$ cat src/rtl/tlu_trigger_emulator.sv
// TLU-side trigger emulator.
// Issues triggers on TLU_TRIGGER and runs the EUDET-style handshake against
// the DUT's TLU_BUSY / TLU_CLOCK. It supports three modes: pulse only,
// simple busy handshake, and serial trigger-number handshake.
module tlu_trigger_emulator #(
  parameter int SYNC_STAGES    = 2,
  parameter int HOLDOFF_CYCLES = 4
) (
  input  logic        CLK,
  input  logic        RESET,
  input  logic        ENABLE,
  input  logic        START,
  input  logic [1:0]  MODE,
  input  logic [7:0]  TRIGGER_LENGTH,
  input  logic [15:0] BUSY_TIMEOUT,
  input  logic        DATA_MSB_FIRST,
  input  logic        LOAD_NUMBER,
  input  logic [30:0] NUMBER_IN,
  input  logic        TLU_BUSY,
  input  logic        TLU_CLOCK,
  output logic        TLU_TRIGGER,
  output logic [30:0] TRIGGER_NUMBER,
  output logic        READY,
  output logic        BUSY_TIMEOUT_ERROR,
  output logic [15:0] MISSED_TRIGGERS
);

  // The holdoff counter only has to reach HOLDOFF_CYCLES-1.
  localparam int HOLD_W = (HOLDOFF_CYCLES > 1) ? $clog2(HOLDOFF_CYCLES) : 1;
  localparam logic [HOLD_W-1:0] HOLD_LAST = HOLD_W'(HOLDOFF_CYCLES - 1);

  typedef enum logic [2:0] {
    IDLE,
    PULSE,
    WAIT_BUSY_HIGH,
    SHIFT_DATA,
    WAIT_BUSY_LOW,
    HOLDOFF
  } state_t;

  state_t state, state_next;

  logic [SYNC_STAGES-1:0] busy_sync;
  logic [SYNC_STAGES-1:0] clk_sync;
  logic                   busy_s;
  logic                   clk_s;
  logic                   clk_s_d;
  logic                   clk_rise;

  logic              trigger_q, trigger_next;
  logic [30:0]       number_q, number_next;
  logic              error_q, error_next;
  logic [15:0]       missed_q, missed_next;
  logic [1:0]        mode_q, mode_next;
  logic [7:0]        len_cnt, len_cnt_next;
  logic [15:0]       timeout_cnt, timeout_cnt_next;
  logic [30:0]       shift_q, shift_next;
  logic [5:0]        edge_cnt, edge_cnt_next;
  logic [HOLD_W-1:0] hold_cnt, hold_cnt_next;

  logic [7:0]  eff_length;
  logic        timeout_hit;
  logic [30:0] number_inc;

  // Mirror a 31-bit word so the shifter can always emit from bit 0.
  function automatic logic [30:0] reverse31(input logic [30:0] value);
    logic [30:0] result;
    result = '0;
    for (int i = 0; i < 31; i++) begin
      result[i] = value[30 - i];
    end
    return result;
  endfunction

  // Bring the asynchronous DUT handshake lines into the CLK domain.
  always_ff @(posedge CLK) begin
    if (RESET) begin
      busy_sync <= '0;
      clk_sync  <= '0;
      clk_s_d   <= 1'b0;
    end else begin
      busy_sync <= {busy_sync[SYNC_STAGES-2:0], TLU_BUSY};
      clk_sync  <= {clk_sync[SYNC_STAGES-2:0], TLU_CLOCK};
      clk_s_d   <= clk_s;
    end
  end

  assign busy_s   = busy_sync[SYNC_STAGES-1];
  assign clk_s    = clk_sync[SYNC_STAGES-1];
  assign clk_rise = clk_s & ~clk_s_d;

  assign eff_length  = (TRIGGER_LENGTH == 8'd0) ? 8'd1 : TRIGGER_LENGTH;
  assign timeout_hit = (BUSY_TIMEOUT != 16'd0) &&
                       (({1'b0, timeout_cnt} + 17'd1) >= {1'b0, BUSY_TIMEOUT});
  assign number_inc  = number_q + 31'd1;

  // State and datapath registers; everything returns to idle on RESET.
  always_ff @(posedge CLK) begin
    if (RESET) begin
      state       <= IDLE;
      trigger_q   <= 1'b0;
      number_q    <= '0;
      error_q     <= 1'b0;
      missed_q    <= '0;
      mode_q      <= '0;
      len_cnt     <= '0;
      timeout_cnt <= '0;
      shift_q     <= '0;
      edge_cnt    <= '0;
      hold_cnt    <= '0;
    end else begin
      state       <= state_next;
      trigger_q   <= trigger_next;
      number_q    <= number_next;
      error_q     <= error_next;
      missed_q    <= missed_next;
      mode_q      <= mode_next;
      len_cnt     <= len_cnt_next;
      timeout_cnt <= timeout_cnt_next;
      shift_q     <= shift_next;
      edge_cnt    <= edge_cnt_next;
      hold_cnt    <= hold_cnt_next;
    end
  end

  // Next-state and datapath decisions for the handshake sequence.
  always_comb begin
    state_next       = state;
    trigger_next     = trigger_q;
    number_next      = number_q;
    error_next       = error_q;
    missed_next      = missed_q;
    mode_next        = mode_q;
    len_cnt_next     = len_cnt;
    timeout_cnt_next = timeout_cnt;
    shift_next       = shift_q;
    edge_cnt_next    = edge_cnt;
    hold_cnt_next    = hold_cnt;

    if (START && ENABLE && (state != IDLE) && (missed_q != 16'hFFFF)) begin
      missed_next = missed_q + 16'd1;
    end

    case (state)
      IDLE: begin
        trigger_next = 1'b0;
        if (LOAD_NUMBER) begin
          number_next = NUMBER_IN;
        end
        if (START && ENABLE) begin
          trigger_next     = 1'b1;
          error_next       = 1'b0;
          mode_next        = MODE;
          len_cnt_next     = 8'd1;
          timeout_cnt_next = '0;
          state_next       = (MODE == 2'd0) ? PULSE : WAIT_BUSY_HIGH;
        end
      end

      PULSE: begin
        if (len_cnt >= eff_length) begin
          trigger_next  = 1'b0;
          number_next   = number_inc;
          hold_cnt_next = '0;
          state_next    = HOLDOFF;
        end else begin
          len_cnt_next = len_cnt + 8'd1;
        end
      end

      WAIT_BUSY_HIGH: begin
        if (busy_s) begin
          trigger_next     = 1'b0;
          timeout_cnt_next = '0;
          if (mode_q == 2'd1) begin
            state_next = WAIT_BUSY_LOW;
          end else begin
            shift_next    = DATA_MSB_FIRST ? reverse31(number_q) : number_q;
            edge_cnt_next = '0;
            state_next    = SHIFT_DATA;
          end
        end else if (timeout_hit) begin
          trigger_next     = 1'b0;
          error_next       = 1'b1;
          timeout_cnt_next = '0;
          hold_cnt_next    = '0;
          state_next       = HOLDOFF;
        end else begin
          timeout_cnt_next = timeout_cnt + 16'd1;
        end
      end

      SHIFT_DATA: begin
        if (!busy_s) begin
          trigger_next  = 1'b0;
          number_next   = number_inc;
          hold_cnt_next = '0;
          state_next    = HOLDOFF;
        end else if (clk_rise) begin
          trigger_next = (edge_cnt < 6'd31) ? shift_q[0] : 1'b0;
          shift_next   = {1'b0, shift_q[30:1]};
          if (edge_cnt != 6'd32) begin
            edge_cnt_next = edge_cnt + 6'd1;
          end
        end
      end

      WAIT_BUSY_LOW: begin
        trigger_next = 1'b0;
        if (!busy_s) begin
          number_next   = number_inc;
          hold_cnt_next = '0;
          state_next    = HOLDOFF;
        end
      end

      HOLDOFF: begin
        trigger_next = 1'b0;
        if (hold_cnt == HOLD_LAST) begin
          state_next = IDLE;
        end else begin
          hold_cnt_next = hold_cnt + HOLD_W'(1);
        end
      end

      default: begin
        trigger_next = 1'b0;
        state_next   = IDLE;
      end
    endcase
  end

  assign TLU_TRIGGER        = trigger_q;
  assign TRIGGER_NUMBER     = number_q;
  assign READY              = (state == IDLE);
  assign BUSY_TIMEOUT_ERROR = error_q;
  assign MISSED_TRIGGERS    = missed_q;

endmodule
$ cat config.mk
export PLATFORM = sky130hd
export DESIGN_NAME = tlu_trigger_emulator
export DESIGN_NICKNAME = d
export VERILOG_FILES = /design/src/rtl/tlu_trigger_emulator.sv
export SDC_FILE = /design/constraint.sdc
export NUM_CORES = 1
export LEC_CHECK = 0
export CORE_MARGIN = 4
export CORE_UTILIZATION = 59
export DETAILED_ROUTE_END_ITERATION = 7
export MAX_ROUTING_LAYER = met4
export PLACE_DENSITY = 0.95
export SLEW_MARGIN = 15
export SYNTH_ARGS = -nofsm -noshare
export SYNTH_HDL_FRONTEND = slang
export SYNTH_SLANG_ARGS = --single-unit
$ cat constraint.sdc
create_clock -name CLK -period 8.83 [get_ports CLK]
set_input_delay 2.649 -clock CLK [delete_from_list [all_inputs] [get_ports CLK]]
set_output_delay 2.649 -clock CLK [all_outputs]
set_load 0.05 [all_outputs]
After elaboration in Yosys (flattened, before gate mapping)
Cells that the tools add are included.
{ "totals": {"regBits": 122, "input_bits": 65} }
{ "op_classes": {"addsub": 7, "reduce_logical": 25, "bitwise_logic": 2, "mux": 51, "n_eq_ne": 25, "order_cmp": 3} }
{ "ops": {"columns": ["cell", "count"], "rows": [
  ["$mux W31", 8],
  ["$pmux W31 S3", 1],
  ["$pmux W31 S2", 1],
  ["$mux W16", 3],
  ["$add A16 B1 Y16 const B", 2],
  ["$pmux W16 S2", 1],
  ["$add A31 B1 Y31 const B", 1],
  ["$mux W6", 5],
  ["$ne A2 B2 Y1 const B", 13],
  ["$mux W8", 3],
  ["$mux W3", 7],
  ["$add A16 B1 Y17 const B", 1],
  ["$ge A17 B16 Y1", 1],
  ["$ne A16 B16 Y1 const B", 1],
  ["$pmux W8 S2", 1],
  ["$reduce_bool A16 Y1", 1],
  ["$pmux W3 S5", 1],
  ["$mux W2", 6],
  ["$pmux W6 S2", 1],
  ["$reduce_and A6 Y1", 2],
  ["$mux W1", 10],
  ["$reduce_and A5 Y1", 2],
  ["$add A8 B1 Y8 const B", 1],
  ["$ge A8 B8 Y1", 1],
  ["27 further kinds", 39]
]} }

Longest topological paths before layout
{ "depth": {"word_depth": 6, "depth_mapped": 15, "depth_no_buf": 13} }

Least setup slack after synthesis
No wires, ideal clock.
{ "synth_timing": {"path_type": "input port to flip-flop", "start": "input port TRIGGER_LENGTH[6]", "end": "register state[0]", "t_required_ns": 8.711, "stages": 11, "setup_time_ns": 0.119, "arrival_time_ns": 4.815, "path_slack_ns": 3.896, "cell_sequence": "nor4_1 > a41o_1 > ha_1 > nand2b_1 > a211o_1 > a2111oi_4 > buf_6 > or2_1 > buf_4 > a2111oi_0 > o221a_2"} }
{ "synth_between": {"elab_chain_len": 5} }
{ "synth_rtl": {"columns": ["item", "line_no", "rtl"], "rows": [
  ["start, declared", "14", "input logic [7:0] TRIGGER_LENGTH,"],
  ["$logic_not A8 Y1", "92", "assign eff_length = (TRIGGER_LENGTH == 8'd0) ? 8'd1 : TRIGGER_LENGTH;"],
  ["$mux W8 (*)", "92", null],
  ["$ge A8 B8 Y1 (*)", "161", "if (len_cnt >= eff_length) begin"],
  ["$ne A2 B2 Y1 (no source line) (*)", null, null],
  ["$reduce_and A5 Y1 (no source line) (*)", null, null],
  ["end signal, assigned", "112", "state <= state_next;"],
  ["end, declared", "41", "state_t state, state_next;"]
]} }
Mark *: on every way between the ends. The rest lies on a longest branch, timed or not.
A chain may end at the register's enable or synchronous reset.

Final worst setup path
{ "layout_timing": {"start": "input port TRIGGER_LENGTH[6]", "end": "register number_q[2] (netlist: TRIGGER_NUMBER[2])"} }
{ "layout_between": {"elab_chain_len": 5} }
{ "layout_rtl": {"columns": ["item", "line_no", "rtl"], "rows": [
  ["$logic_not A8 Y1", "92", null],
  ["$mux W8 (*)", "92", null],
  ["$ge A8 B8 Y1 (*)", "161", null],
  ["$ne A2 B2 Y1 (no source line) (*)", null, null],
  ["$reduce_and A4 Y1 (no source line) (*)", null, null],
  ["end signal, assigned", "114", "number_q <= number_next;"],
  ["end, declared", "51", "logic [30:0] number_q, number_next;"]
]} }
Marked as above.

==> results.ini <==
[run_status]
status=finished, final reports clean

[floorplan]
die_h_um=120
core_region_area_um2=12100
fp-row-count=40
die_w_um=120
start_util_pct=60.9
die_area_um2=14400
io_pins=115

[cells_and_area]
nNetsFinal=1123
layout_common_cells=nand2_1 (149), dfxtp_1 (122), clkdlybuf4s50_1 (112)
final_common_cell=nand2_1
fin_area_um2=9010
area_growth_pct=22.1
fillCellCount=861
drive_gt1_share_pct=5.59
antennaDiodeCount=0
post-route-util_pct=74.4

[timing]
fin_setup_tns_ns=0
period_needed_ns=6.04
worst_slew_pin_slew_ns=1.05
rsz0062_at_grt=no
fin_skew_ns=0.00746
fin_crit_sh_pct=68.4
maxSlewViolCount=0
fmax_ghz=0.166
hold_viol_final=0
setup_viol=0
maxSlewHeadroom_pct=29.8

[placement]
hpwlAfterDp_um=13600
io_buffers=114
place_congestion=0.895
placed_area_um2=8490

[synthesis]
ys_seq_elements=122
ys_warn_count=0
syn-cell-area_um2=7380
synthDominantCellAreaShare_pct=33.1
synth_area_leaders=dfxtp_1 (33%), nand2_1 (7.6%), a21oi_1 (5.4%)
synth_simple_gate_area_share_pct=24.7
synth_top_area_cell=dfxtp_1
yosysUniqueCellTypes=72
synth_seq_area_share_pct=33.1
synth_top_family_by_area=simple AND/OR/NAND/NOR gates
synthXorXnorAreaFrac_pct=3.44
synth_fa_ha_area_share_pct=5.26
ys_async_sr_fraction_pct=0
postSynthCellCount=955
synth-edff-count=0
synth_compound_area_share_pct=22.8
syn_avg_cell_area_um2=7.72
syn_nets=1051
synth_top_flop_cell=dfxtp_1
synth_mux_area_share_pct=4.77

[drt]
wire_per_inst_um=16.8
ant_nets=0
dr.pass1.iters=5
vias=7453
avgViaCountPerCell=6.19
routed_wl_um=20200
drtIter0Drc=647
drc=0

[clocking]
clock_sinks=122
post_cts_buffers=0
h-tree-depth=4
cts_hold_buf=0
clk_pin_slew_ns=0.05
cts.repair.resized=0
clk_latency_ns=0.42
cts_made_buffers=17
cts_tree=built
clockBufferDepth=2
root_buffer=clkbuf_16

[setup_path]
cp-end-kind=register
cp.arrival_ns=6.37
cp_max_fo=29
crit_type=input pin to register
r2r_cells=13
required_ns=9.16
r2r_start=timeout_cnt[0]
cp-startpoint=TRIGGER_LENGTH[6]
cp-start-kind=input pin

[global_route]
antenna_found_initial=0
grt_pass1_wl_um=32900
grt_pass1_vias=6957
overflow=0
track_usage_pct=28.5
grt_max_degree=86

[hold_path]
min-delay-start=clk_sync[0]
hold_depth=1
hold_path_class=register to register

[run]
drv_cap=0

[power_and_ir_drop]
internal_power_mw=1.39
switching_power_mw=1.06
power_frac_comb_pct=43.4
p_clk_share_pct=24.9
powerDensity_nw_per_um2=272
pwr-share-seq_pct=31.6
peakVddDrop_mv=0.209
leakagePower_nw=3.60
swShare_pct=43.4

## synthesized netlist by cell type (all sizes together) (8+ instances only)
master / n
a31oi: 8
nand2: 149
nand3: 29
and4: 8
and3: 12
dfxtp: 122
nor2: 87
a21oi: 80
ha: 31
nor2b: 11
xnor2: 13
clkbuf: 45
inv: 38
and2: 9
nor3: 15
o211ai: 41
o21ai: 44
buf: 21
nor4: 10
or3: 13
nand4: 16
a211oi: 11
mux2i: 34
xor2: 16
## stage by stage
stage / hold WS (ns) / power (mW) / worst slack, ns / cells
after global placement: 0.421 / 1.80 / 2.60 / 1176
after detailed placement: 0.434 / 1.83 / 2.45 / 1176
after CTS: 0.458 / 2.44 / 2.87 / 1205
after floorplan: 0.414 / 1.54 / 3.90 / 955
final: 0.453 / 2.45 / 2.79 / 1205
after global routing: 0.470 / 2.58 / 2.66 / 1205
## worst max-delay path: stages
cell and delay (ns):
clkdlybuf4s50_1 0.41, nor4_1 0.34, a41o_1 0.23, ha_1 0.22, nand2b_1 0.14, a211o_1 0.33, a2111oi_4 0.69, or3_1 0.87
o21ai_0 0.25, a21oi_1 0.23
## cell type report
class,count,area (µm²),area share (%)
inverter,38,143,1.58
multi-input combinational,729,4530,50.3
tap,168,210,2.33
sequential,122,2440,27.1
timing repair buffer,119,1170,13.0
clock inverter,3,15.0,0.167
clock buffer,26,499,5.54
## power by group through the flow
stage / Clock (mW) / Sequential (mW) / Combinational [mW]
6_report: 0.612 / 0.775 / 1.07
5_1_grt: 0.640 / 0.786 / 1.15
4_1_cts: 0.614 / 0.768 / 1.06
3_5_place_dp: 0 / 0.777 / 1.05
3_3_place_gp: 0 / 0.773 / 1.02
2_1_floorplan: 0 / 0.890 / 0.646
## sequential cells by signal (all words and copies together) (netlist names), 3 cells and up
register	cells
TRIGGER_NUMBER	31
shift_q	31
MISSED_TRIGGERS	16
timeout_cnt	16
len_cnt	8
edge_cnt	6
state	3
## routing by layer
metal / wire (µm) / vias up / global-route usage, %
li1: - / 3568 / -
met1: 8610 / 3493 / 35.4
met2: 9700 / 346 / 45.4
met3: 1470 / 46 / 5.70
met4: 456 / 0 / 11.9
met5: 0 / - / -
## kinds of logic (layout without fill, tap and decap cells)
group	after synthesis	after routing
multiplexers	35	35
flip-flops	122	122
buffers and inverters	104	186
AO/OA/AOI/OAI	253	253
AND/OR/NAND/NOR	381	381
XOR/XNOR	29	29
adder cells (fa/ha/maj)	31	31
## path summary, 6_finish.rpt
kind                       end  slack, ns
max          TRIGGER_NUMBER[2]       2.79
min                clk_sync[1]       0.45
max reg2reg    timeout_cnt[12]       4.93
min reg2reg        clk_sync[1]       0.45
Note: power is estimated with default switching activity, not from simulation.
